==> src/rtl/decode_queue.sv <==
// Buffered RV32I decoder with optional RV32M: a DEPTH-entry instruction FIFO
// feeding a registered decode stage that hands instructions to execute.
module decode_queue #(
    parameter int DEPTH = 4,
    parameter int EN_M  = 0,
    parameter int PC_W  = 32
) (
    input  logic                   clk,
    input  logic                   rst_n,
    input  logic                   flush,
    input  logic                   in_valid,
    output logic                   in_ready,
    input  logic [31:0]            in_instr,
    input  logic [PC_W-1:0]        in_pc,
    output logic                   out_valid,
    input  logic                   out_ready,
    output logic [PC_W-1:0]        out_pc,
    output logic [31:0]            out_imm,
    output logic [4:0]             out_rs1,
    output logic [4:0]             out_rs2,
    output logic [4:0]             out_rd,
    output logic                   out_reg_write,
    output logic                   out_alu_src,
    output logic [3:0]             out_alu_ctrl,
    output logic                   out_wb_src,
    output logic                   out_alu_r1,
    output logic                   out_is_jal,
    output logic                   out_is_jalr,
    output logic                   out_is_b,
    output logic [2:0]             out_b_type,
    output logic [2:0]             out_is_load,
    output logic [2:0]             out_is_store,
    output logic                   out_is_md,
    output logic [2:0]             out_md_op,
    output logic                   out_illegal,
    output logic [$clog2(DEPTH):0] count
);
    localparam int AW = $clog2(DEPTH);
    localparam logic [AW:0] FULL = (AW+1)'(DEPTH);

    typedef struct packed {
        logic [31:0] imm;
        logic [4:0]  rs1;
        logic [4:0]  rs2;
        logic [4:0]  rd;
        logic        reg_write;
        logic        alu_src;
        logic [3:0]  alu_ctrl;
        logic        wb_src;
        logic        alu_r1;
        logic        is_jal;
        logic        is_jalr;
        logic        is_b;
        logic [2:0]  b_type;
        logic [2:0]  is_load;
        logic [2:0]  is_store;
        logic        is_md;
        logic [2:0]  md_op;
        logic        illegal;
    } dec_t;

    // Register fields pass through; every flag idle, load/store "none" = 111.
    function automatic dec_t blank(input logic [31:0] ins);
        dec_t d;
        d          = '0;
        d.rs1      = ins[19:15];
        d.rs2      = ins[24:20];
        d.rd       = ins[11:7];
        d.is_load  = 3'b111;
        d.is_store = 3'b111;
        return d;
    endfunction

    function automatic logic [3:0] alu_of_f3(input logic [2:0] f);
        logic [3:0] a;
        case (f)
            3'b000:  a = 4'b0000;
            3'b001:  a = 4'b1000;
            3'b010:  a = 4'b0110;
            3'b011:  a = 4'b0111;
            3'b100:  a = 4'b0101;
            3'b101:  a = 4'b1001;
            3'b110:  a = 4'b0100;
            default: a = 4'b0011;
        endcase
        return a;
    endfunction

    logic [31:0]     instr_mem [DEPTH];
    logic [PC_W-1:0] pc_mem    [DEPTH];
    logic [AW-1:0]   wr_ptr, rd_ptr;
    logic [AW:0]     cnt;
    logic            push, pop, bad;
    logic [31:0]     head, imm_i, imm_s, imm_b, imm_u, imm_j, shamt;
    logic [2:0]      f3;
    logic [6:0]      f7;
    dec_t            dec, dec_q;

    // A transfer happens on an edge where valid && ready; in_ready looks only at
    // the occupancy, and the output register is released by out_ready.
    assign in_ready = (cnt != FULL);
    assign push     = in_valid && in_ready;
    assign pop      = (cnt != '0) && (!out_valid || out_ready);
    assign count    = cnt;

    always_ff @(posedge clk) begin
        if (push) begin
            instr_mem[wr_ptr] <= in_instr;
            pc_mem[wr_ptr]    <= in_pc;
        end
    end

    always_ff @(posedge clk or negedge rst_n) begin
        if (!rst_n) begin
            wr_ptr <= '0;
            rd_ptr <= '0;
            cnt    <= '0;
        end else if (flush) begin
            wr_ptr <= '0;
            rd_ptr <= '0;
            cnt    <= '0;
        end else begin
            if (push) wr_ptr <= wr_ptr + AW'(1);
            if (pop)  rd_ptr <= rd_ptr + AW'(1);
            if (push && !pop)      cnt <= cnt + (AW+1)'(1);
            else if (pop && !push) cnt <= cnt - (AW+1)'(1);
        end
    end

    assign head  = instr_mem[rd_ptr];
    assign f3    = head[14:12];
    assign f7    = head[31:25];
    assign imm_i = {{20{head[31]}}, head[31:20]};
    assign imm_s = {{20{head[31]}}, head[31:25], head[11:7]};
    assign imm_b = {{19{head[31]}}, head[31], head[7], head[30:25], head[11:8], 1'b0};
    assign imm_u = {head[31:12], 12'd0};
    assign imm_j = {{11{head[31]}}, head[31], head[19:12], head[20], head[30:21], 1'b0};
    assign shamt = {27'd0, head[24:20]};

    always_comb begin
        dec = blank(head);
        bad = 1'b0;
        case (head[6:0])
            7'b0110111: begin dec.reg_write = 1'b1; dec.wb_src = 1'b1; dec.imm = imm_u; end
            7'b0010111: begin
                dec.reg_write = 1'b1; dec.alu_src = 1'b1; dec.alu_r1 = 1'b1; dec.imm = imm_u;
            end
            7'b1101111: begin dec.reg_write = 1'b1; dec.alu_src = 1'b1; dec.is_jal = 1'b1; dec.imm = imm_j; end
            7'b1100111: begin dec.reg_write = 1'b1; dec.alu_src = 1'b1; dec.is_jalr = 1'b1; dec.imm = imm_i; end
            7'b0000011: begin dec.reg_write = 1'b1; dec.alu_src = 1'b1; dec.is_load = f3; dec.imm = imm_i; end
            7'b0100011: begin dec.alu_src = 1'b1; dec.is_store = f3; dec.imm = imm_s; end
            7'b1100011: begin
                dec.is_b = 1'b1;
                dec.imm  = imm_b;
                case (f3)
                    3'b000:  begin dec.b_type = 3'b001; dec.alu_ctrl = 4'b1011; end
                    3'b001:  begin dec.b_type = 3'b010; dec.alu_ctrl = 4'b1011; end
                    3'b100:  begin dec.b_type = 3'b011; dec.alu_ctrl = 4'b0110; end
                    3'b101:  begin dec.b_type = 3'b100; dec.alu_ctrl = 4'b0110; end
                    3'b110:  begin dec.b_type = 3'b101; dec.alu_ctrl = 4'b0111; end
                    3'b111:  begin dec.b_type = 3'b110; dec.alu_ctrl = 4'b0111; end
                    default: bad = 1'b1;
                endcase
            end
            7'b0010011: begin
                dec.reg_write = 1'b1;
                dec.alu_src   = 1'b1;
                dec.imm       = imm_i;
                dec.alu_ctrl  = alu_of_f3(f3);
                if (f3 == 3'b001) begin
                    dec.imm = shamt;
                    bad     = (f7 != 7'h00);
                end else if (f3 == 3'b101) begin
                    dec.imm = shamt;
                    if (f7 == 7'h20)      dec.alu_ctrl = 4'b1010;
                    else if (f7 != 7'h00) bad = 1'b1;
                end
            end
            7'b0110011: begin
                dec.reg_write = 1'b1;
                if (f7 == 7'h01) begin
                    if (EN_M != 0) begin dec.is_md = 1'b1; dec.md_op = f3; end
                    else bad = 1'b1;
                end else if (f7 == 7'h00) dec.alu_ctrl = alu_of_f3(f3);
                else if (f7 == 7'h20 && f3 == 3'b000) dec.alu_ctrl = 4'b0001;
                else if (f7 == 7'h20 && f3 == 3'b101) dec.alu_ctrl = 4'b1010;
                else bad = 1'b1;
            end
            default: bad = 1'b1;
        endcase
        // Illegal entries still travel to execute so it can raise the trap.
        if (bad) begin
            dec         = blank(head);
            dec.illegal = 1'b1;
        end
    end

    always_ff @(posedge clk or negedge rst_n) begin
        if (!rst_n) begin
            out_valid <= 1'b0;
            out_pc    <= '0;
            dec_q     <= blank(32'd0);
        end else if (flush) begin
            out_valid <= 1'b0;
        end else if (pop) begin
            out_valid <= 1'b1;
            out_pc    <= pc_mem[rd_ptr];
            dec_q     <= dec;
        end else if (out_ready) begin
            out_valid <= 1'b0;
        end
    end

    assign out_imm       = dec_q.imm;
    assign out_rs1       = dec_q.rs1;
    assign out_rs2       = dec_q.rs2;
    assign out_rd        = dec_q.rd;
    assign out_reg_write = dec_q.reg_write;
    assign out_alu_src   = dec_q.alu_src;
    assign out_alu_ctrl  = dec_q.alu_ctrl;
    assign out_wb_src    = dec_q.wb_src;
    assign out_alu_r1    = dec_q.alu_r1;
    assign out_is_jal    = dec_q.is_jal;
    assign out_is_jalr   = dec_q.is_jalr;
    assign out_is_b      = dec_q.is_b;
    assign out_b_type    = dec_q.b_type;
    assign out_is_load   = dec_q.is_load;
    assign out_is_store  = dec_q.is_store;
    assign out_is_md     = dec_q.is_md;
    assign out_md_op     = dec_q.md_op;
    assign out_illegal   = dec_q.illegal;
endmodule

==> config.mk <==
export PLATFORM = sky130hd
export DESIGN_NAME = decode_queue
export DESIGN_NICKNAME = d
export VERILOG_FILES = /design/src/rtl/decode_queue.sv
export SDC_FILE = /design/constraint.sdc
export NUM_CORES = 1
export LEC_CHECK = 0
export ABC_AREA = 1
export BUFFER_PORTS_ARGS = -buffer_cell sky130_fd_sc_hd__buf_2
export CORE_MARGIN = 5
export CORE_UTILIZATION = 48
export CTS_BUF_LIST = sky130_fd_sc_hd__clkbuf_4 sky130_fd_sc_hd__clkbuf_8
export DETAILED_ROUTE_END_ITERATION = 16
export GPL_TIMING_DRIVEN = 0
export PLACE_DENSITY = 0.68
export SKIP_LAST_GASP = 1
export SYNTH_ARGS = -nofsm -noshare
export SYNTH_HDL_FRONTEND = slang
export SYNTH_SLANG_ARGS = --single-unit
==> constraint.sdc <==
create_clock -name clk -period 5.05 [get_ports clk]
set_input_delay 0.2525 -clock clk [delete_from_list [all_inputs] [get_ports clk]]
set_output_delay 0.2525 -clock clk [all_outputs]
set_load 0.005 [all_outputs]
==> results by group, run 1 <==
GRT
  • Vias in the first global route: 11219
  • GR Util met2: 0.361
  • Met1 usage: 0.293
  • Most used routing layer: met2
  • Met3 GRT Util: 0.0471
  • First-pass GRT wire length: 61.4 mm
  • Largest net degree at the start of global routing: 85
  • Initial antenna violation count: 2
  • Gr usage total: 0.217
  • Gr ovfl total: 0

STA
  • Tightest Pin Transition: 1250 ps
  • Tmin final: 3270 ps
  • Final Max Tran Viols: 0
  • Fin Setup TNS: 0 ps
  • Clock Skew: 30.7 ps
  • Setup-failing EPs final: 0
  • Fmax: 0.306 GHz
  • Final Hold Fails: 0
  • Relative slew margins: 0.162
  • Period utilization: 0.648
  • RSZ-0062 raised after global routing: no

Synth
  • Gate Count Post-Synth: 1405
  • Sequential fraction of the synthesis area: 0.685
  • Synth Cell Area: 15200 sq um
  • Synth Register Bits: 364
  • Post-synth top flop: edfxtp_1
  • Synth cell types: 37
  • Yosys warning count: 0
  • Synth Area per Inst: 10.8 sq um
  • EDFF count, synth: 256
  • Asr flop ratio synth: 0.297

Setup path
  • CP max stage delay: 950 ps
  • Slowest CP cell: nor2_1
  • Critical Path RT: 5540 ps
  • Crit path cell chain: nor3_1 > nor2_1 > inv_1 > nor2_1 > inv_2 > clkbuf_1 > clkbuf_1 > nand2_1 > nand2_1
  • WP data arrival: 3760 ps
  • Worst setup EP type: flip-flop
  • Worst setup path class: reg2reg
  • Critical-path maximum fanout: 10
  • Reg2Reg Depth: 9
  • Crit start category: flip-flop

Floorplanning
  • Die area: 35300 sq um
  • Cell Rows: 65
  • Core area: 31400 sq um
  • Initial core utilization: 0.484
  • Ports: 178
  • Die height: 188 um
  • Overall die width: 188 um

Clock network
  • Max clock buf depth: 3
  • Root Driver: clkbuf_8
  • Num Clock Sinks: 364
  • CTS tree: built
  • Htree depth: 2
  • CTS Buf Count: 57
  • Postcts setup bufs: 0
  • Worst-path clk slew: 70 ps
  • Worst-Skew Late Latency: 620 ps

Cells and area
  • Area Overhead vs Synth: 24.0%
  • Post-Route Utilization: 0.600
  • Commonest non-fill, non-tap cells in the layout: 424 x nand2_1, 256 x edfxtp_1, 182 x buf_2
  • Final nets: 1790
  • Layout Cells excl Fill: 2168
  • # fillers: 2671
  • Commonest non-fill, non-tap cell in the layout: nand2_1
  • Layout cells sized above 1: 0.217

Power
  • Pwr dens: 520 nW/um^2
  • Max VDD drop: 0.275 mV
  • Lkg Pwr: 8.03 nW
  • Total chip power: 9.79 mW

Run status
  • Outcome: completed

Drt
  • DRC: 0
  • Starting DRC count in detailed routing: 861
  • Mean routed wirelength per cell: 17.9 um
  • Detail-routed via count per cell: 5.20
  • Routed WL: 38.8 mm
  • Via count: 11264
  • Pre-antenna DRT Iters: 5
  • ANT nets after route: 0

Placement
  • Hpwl dp: 26.3 mm
  • Global placement routability congestion: 0.878
  • DP Cell Count: 1992
  • IO buf count: 173

Hold path
  • HP Class: in2async

Run
  • Total of max-cap violations: 0
## routing by layer
layer	wire, um	vias up
li1	-	5420
met1	17000	5471
met2	18600	312
met3	2410	59
met4	762	2
met5	13	-
## synth_stat cells, types with 2 or more instances
cell type	count	area (sq um)
buf_4	10	75.1
nor2_1	129	484
o21ai_0	145	726
nand3_1	69	345
nor2_2	7	43.8
o21ai_2	18	158
clkbuf_1	46	173
nand2_2	15	93.8
dfrtp_1	102	2550
a21oi_1	5	25.0
nor2_4	4	45.0
nand2_4	2	22.5
nor3_1	3	15.0
inv_1	51	191
nand4_1	11	68.8
o21ai_1	10	50.1
ha_1	4	50.1
nand2_1	424	1590
buf_2	10	50.1
o22ai_1	47	294
dfstp_2	6	158
buf_6	8	90.1
inv_2	9	33.8
xor2_1	2	17.5
edfxtp_1	256	7690
## metrics by stage
stage,area (sq um),hold WS [ps],setup slack (ps)
4_1_cts,18800,78.6,1820
6_report,18800,103,1780
5_1_grt,18800,102,1520
3_3_place_gp,16600,452,-1220
3_5_place_dp,16800,150,1830
2_1_floorplan,15200,-43.1,1100
## final timing paths
kind                                              from                     endpoint  slack [ps]
min in group clk                              in_valid        wr_ptr[1]$_DFFE_PN0P_         340
max in group asynchronous                        rst_n  out_is_store[1]$_DFFE_PN1P_        4210
hold reg to reg            out_is_store[1]$_DFFE_PN1P_  out_is_store[1]$_DFFE_PN1P_         460
setup / recovery                  count[0]$_DFFE_PN0P_       out_rs1[2]$_DFFE_PN0P_        1780
setup reg to reg                  count[0]$_DFFE_PN0P_       out_rs1[2]$_DFFE_PN0P_        1780
hold / removal                                   rst_n       out_pc[27]$_DFFE_PN0P_         100
## registers in the layout, summed over array words and instances, names as in the netlist, 4 cells and up
name / cells
instr_mem: 128
out_alu_ctrl: 4
out_imm: 32
out_pc: 32
out_rd: 5
out_rs1: 5
out_rs2: 5
pc_mem: 128
## where the power goes
| part | internal, mW | switching, mW | leakage, nW |
|---|---|---|---|
| logic | 0.964 | 2.12 | 3.57 |
| clock network | 1.66 | 1.19 | 0.707 |
| registers | 3.67 | 0.184 | 3.75 |
## worst max-delay path, delay by kind of cell, from the launching register on
family                 cells  cell delay, ps
buffers and inverters      4            1210
flip-flops                 1             420
AND/OR/NAND/NOR            5            1520
## area by class of cell
type,instances,area [sq um],share of cell area
Antenna cell,1,2.50,0.000133
Buffer,75,403,0.0214
Clock buffer,73,942,0.0501
Clock inverter,35,403,0.0214
Inverter,61,229,0.0122
Multi-Input combinational cell,908,4200,0.223
Sequential cell,364,10400,0.552
Tap cell,402,503,0.0267
Timing Repair Buffer,249,1750,0.0927
## cell families after synthesis
kind of cell	after synthesis	synth area share
xor gates and xnor gates	3	0.00173
AOI/OAI and AO/OA	228	0.0849
and+or+nand+nor	668	0.182
buffers and inverters	136	0.0416
other	1	0.000247
DFF	364	0.685
adders and majority gates	5	0.00461
## what timing repair did
item                      4_1_cts  5_1_grt
hold endpoints to repair      363        0
hold buffers                   67        0
gates resized for setup         0        0
(Power assumes the default switching activity.)
==> run 2: changes to the inputs <==
clock period = 3.3 ns   (was 5.05 ns; I/O delays follow)
==> results by group, run 2 (synthesis gave the netlist of run 1 again) <==
Setup path
  • Reg2Reg Depth: 9
  • Critical-path maximum fanout: 10
  • Reg2reg start: count[0]$_DFFE_PN0P_
  • Worst setup path class: reg2reg
  • Worst setup EP type: flip-flop
  • Critical Path RT: 3800 ps
  • Setup crit start: count[0]$_DFFE_PN0P_
  • Crit start category: flip-flop
  • CP endpoint: out_pc[27]$_DFFE_PN0P_
  • WP data arrival: 3430 ps
  • Crit Reg-Reg Endpoint: out_pc[27]$_DFFE_PN0P_
  • R2R Setup Slk: 370 ps

GRT
  • Initial antenna violation count: 2
  • Vias in the first global route: 11230
  • Gr usage total: 0.217
  • First-pass GRT wire length: 61.4 mm
  • Largest net degree at the start of global routing: 85
  • Gr ovfl total: 0

Floorplanning
  • Cell Rows: 65
  • Core area: 31400 sq um
  • Ports: 178
  • Overall die width: 188 um
  • Die area: 35300 sq um
  • Die height: 188 um
  • Initial core utilization: 0.484

STA
  • Final Hold Fails: 0
  • Final worst slack: 372 ps
  • RSZ-0062 raised after global routing: no
  • Tmin final: 2930 ps
  • Final Max Tran Viols: 0
  • Relative slew margins: 0.369
  • Clock Skew: 26.3 ps
  • Tightest Pin Transition: 945 ps
  • Fmax: 0.341 GHz
  • Fin Setup TNS: 0 ps
  • Setup-failing EPs final: 0
  • Worst hold slack: 87.5 ps
  • Period utilization: 0.887

Cells and area
  • Area Overhead vs Synth: 24.1%
  • Commonest non-fill, non-tap cell in the layout: nand2_1
  • Area of the multi-input gates: 4200 sq um
  • Layout Cells excl Fill: 2169
  • Biggest regs: instr_mem x128, pc_mem x128
  • # fillers: 2668
  • Layout cells sized above 1: 0.218
  • Final nets: 1791
  • Register area: 10400 sq um
  • Commonest non-fill, non-tap cells in the layout: 424 x nand2_1, 256 x edfxtp_1, 182 x buf_2
  • Post-Route Utilization: 0.600

Clock network
  • Worst-path clk slew: 70 ps
  • CTS tree: built
  • Root Driver: clkbuf_8
  • Htree depth: 2
  • Num Clock Sinks: 364
  • Postcts setup bufs: 0
  • CTS Buf Count: 57
  • Max clock buf depth: 3
  • Worst-Skew Late Latency: 610 ps

Drt
  • Uppermost routed layer: met5
  • DRC: 0
  • Routed WL: 38.9 mm
  • Pre-antenna DRT Iters: 5
  • Via count: 11288
  • Routed met1 length: 17.0 mm
  • Starting DRC count in detailed routing: 850
  • WL met3: 2.43 mm
  • ANT nets after route: 0
  • Detail-routed via count per cell: 5.20
  • Met2 WL: 18.7 mm
  • Mean routed wirelength per cell: 17.9 um

Power
  • Clock Power Share: 0.291
  • Comb power frac: 0.316
  • Switching Fraction: 0.358
  • Pwr dens: 795 nW/um^2
  • NetSw: 5.36 mW
  • Pint: 9.63 mW
  • Lkg Pwr: 8.04 nW
  • Sequential fraction of design power: 0.393
  • Max VDD drop: 0.420 mV

Hold path
  • HP Class: in2async

Placement
  • Global placement routability congestion: 0.878
  • IO buf count: 173
  • DP Cell Count: 1992
  • Place WS: 77.7 ps
  • Hpwl dp: 26.3 mm

Run
  • Total of max-cap violations: 0

Run status
  • Outcome: completed
## run 2: layout make-up
class / count / share of cell area
clock buffer: 73 / 0.0500
sequential: 364 / 0.552
buffer: 75 / 0.0214
multi-input combinational: 908 / 0.223
antenna: 1 / 0.000133
tap: 402 / 0.0267
timing repair buffer: 250 / 0.0937
clock inverter: 35 / 0.0214
inverter: 61 / 0.0121
## run 2: repair_timing
| item | CTS | global route |
|---|---|---|
| gates resized for setup | 0 | 1 |
| hold endpoints to repair | 366 | 0 |
| hold buffers | 68 | 0 |
| endpoints found under the setup margin | 0 | 61 |
## run 2: routing by layer
metal | vias up | track usage
met5 | - | 0
li1 | 5423 | -
met4 | 2 | 0.0562
met3 | 57 | 0.0469
met1 | 5463 | 0.293
met2 | 343 | 0.362
## run 2: per-stage QoR
step	power (mW)	cell area, sq um
after floorplan	8.87	15200
after global placement	10.5	16600
after global routing	15.9	18800
final	15.0	18800
after CTS	15.1	18800
after detailed placement	10.7	16800
## run 2: critical path: stages, from the launching register on
cell	delay, ps
dfrtp_1	420
nor3_1	80
nor2_1	270
inv_1	120
nor2_2	630
inv_2	220
clkbuf_1	410
clkbuf_1	430
nand2_1	150
nand2_1	80
## run 2: worst min-delay path by stage
stage / slack, ps / cells past startpoint / end
2_1_floorplan: -130 / 0 / count[0]$_DFFE_PN0P_
3_3_place_gp: 380 / 1 / pc_mem[0][12]$_DFFE_PP_
3_5_place_dp: 60 / 1 / count[0]$_DFFE_PN0P_
4_1_cts: 60 / 3 / out_pc[9]$_DFFE_PN0P_
5_1_grt: 90 / 3 / out_pc[24]$_DFFE_PN0P_
6_report: 90 / 3 / out_pc[27]$_DFFE_PN0P_
## run 2: power by group through the flow
stage	Sequential (mW)	Clock (mW)	Combinational (mW)
finish	5.90	4.36	4.74
global route	5.96	4.67	5.29
CTS	5.89	4.44	4.76
detailed placement	5.98	0	4.68
global placement	6.02	0	4.53
floorplan	6.00	0	2.87
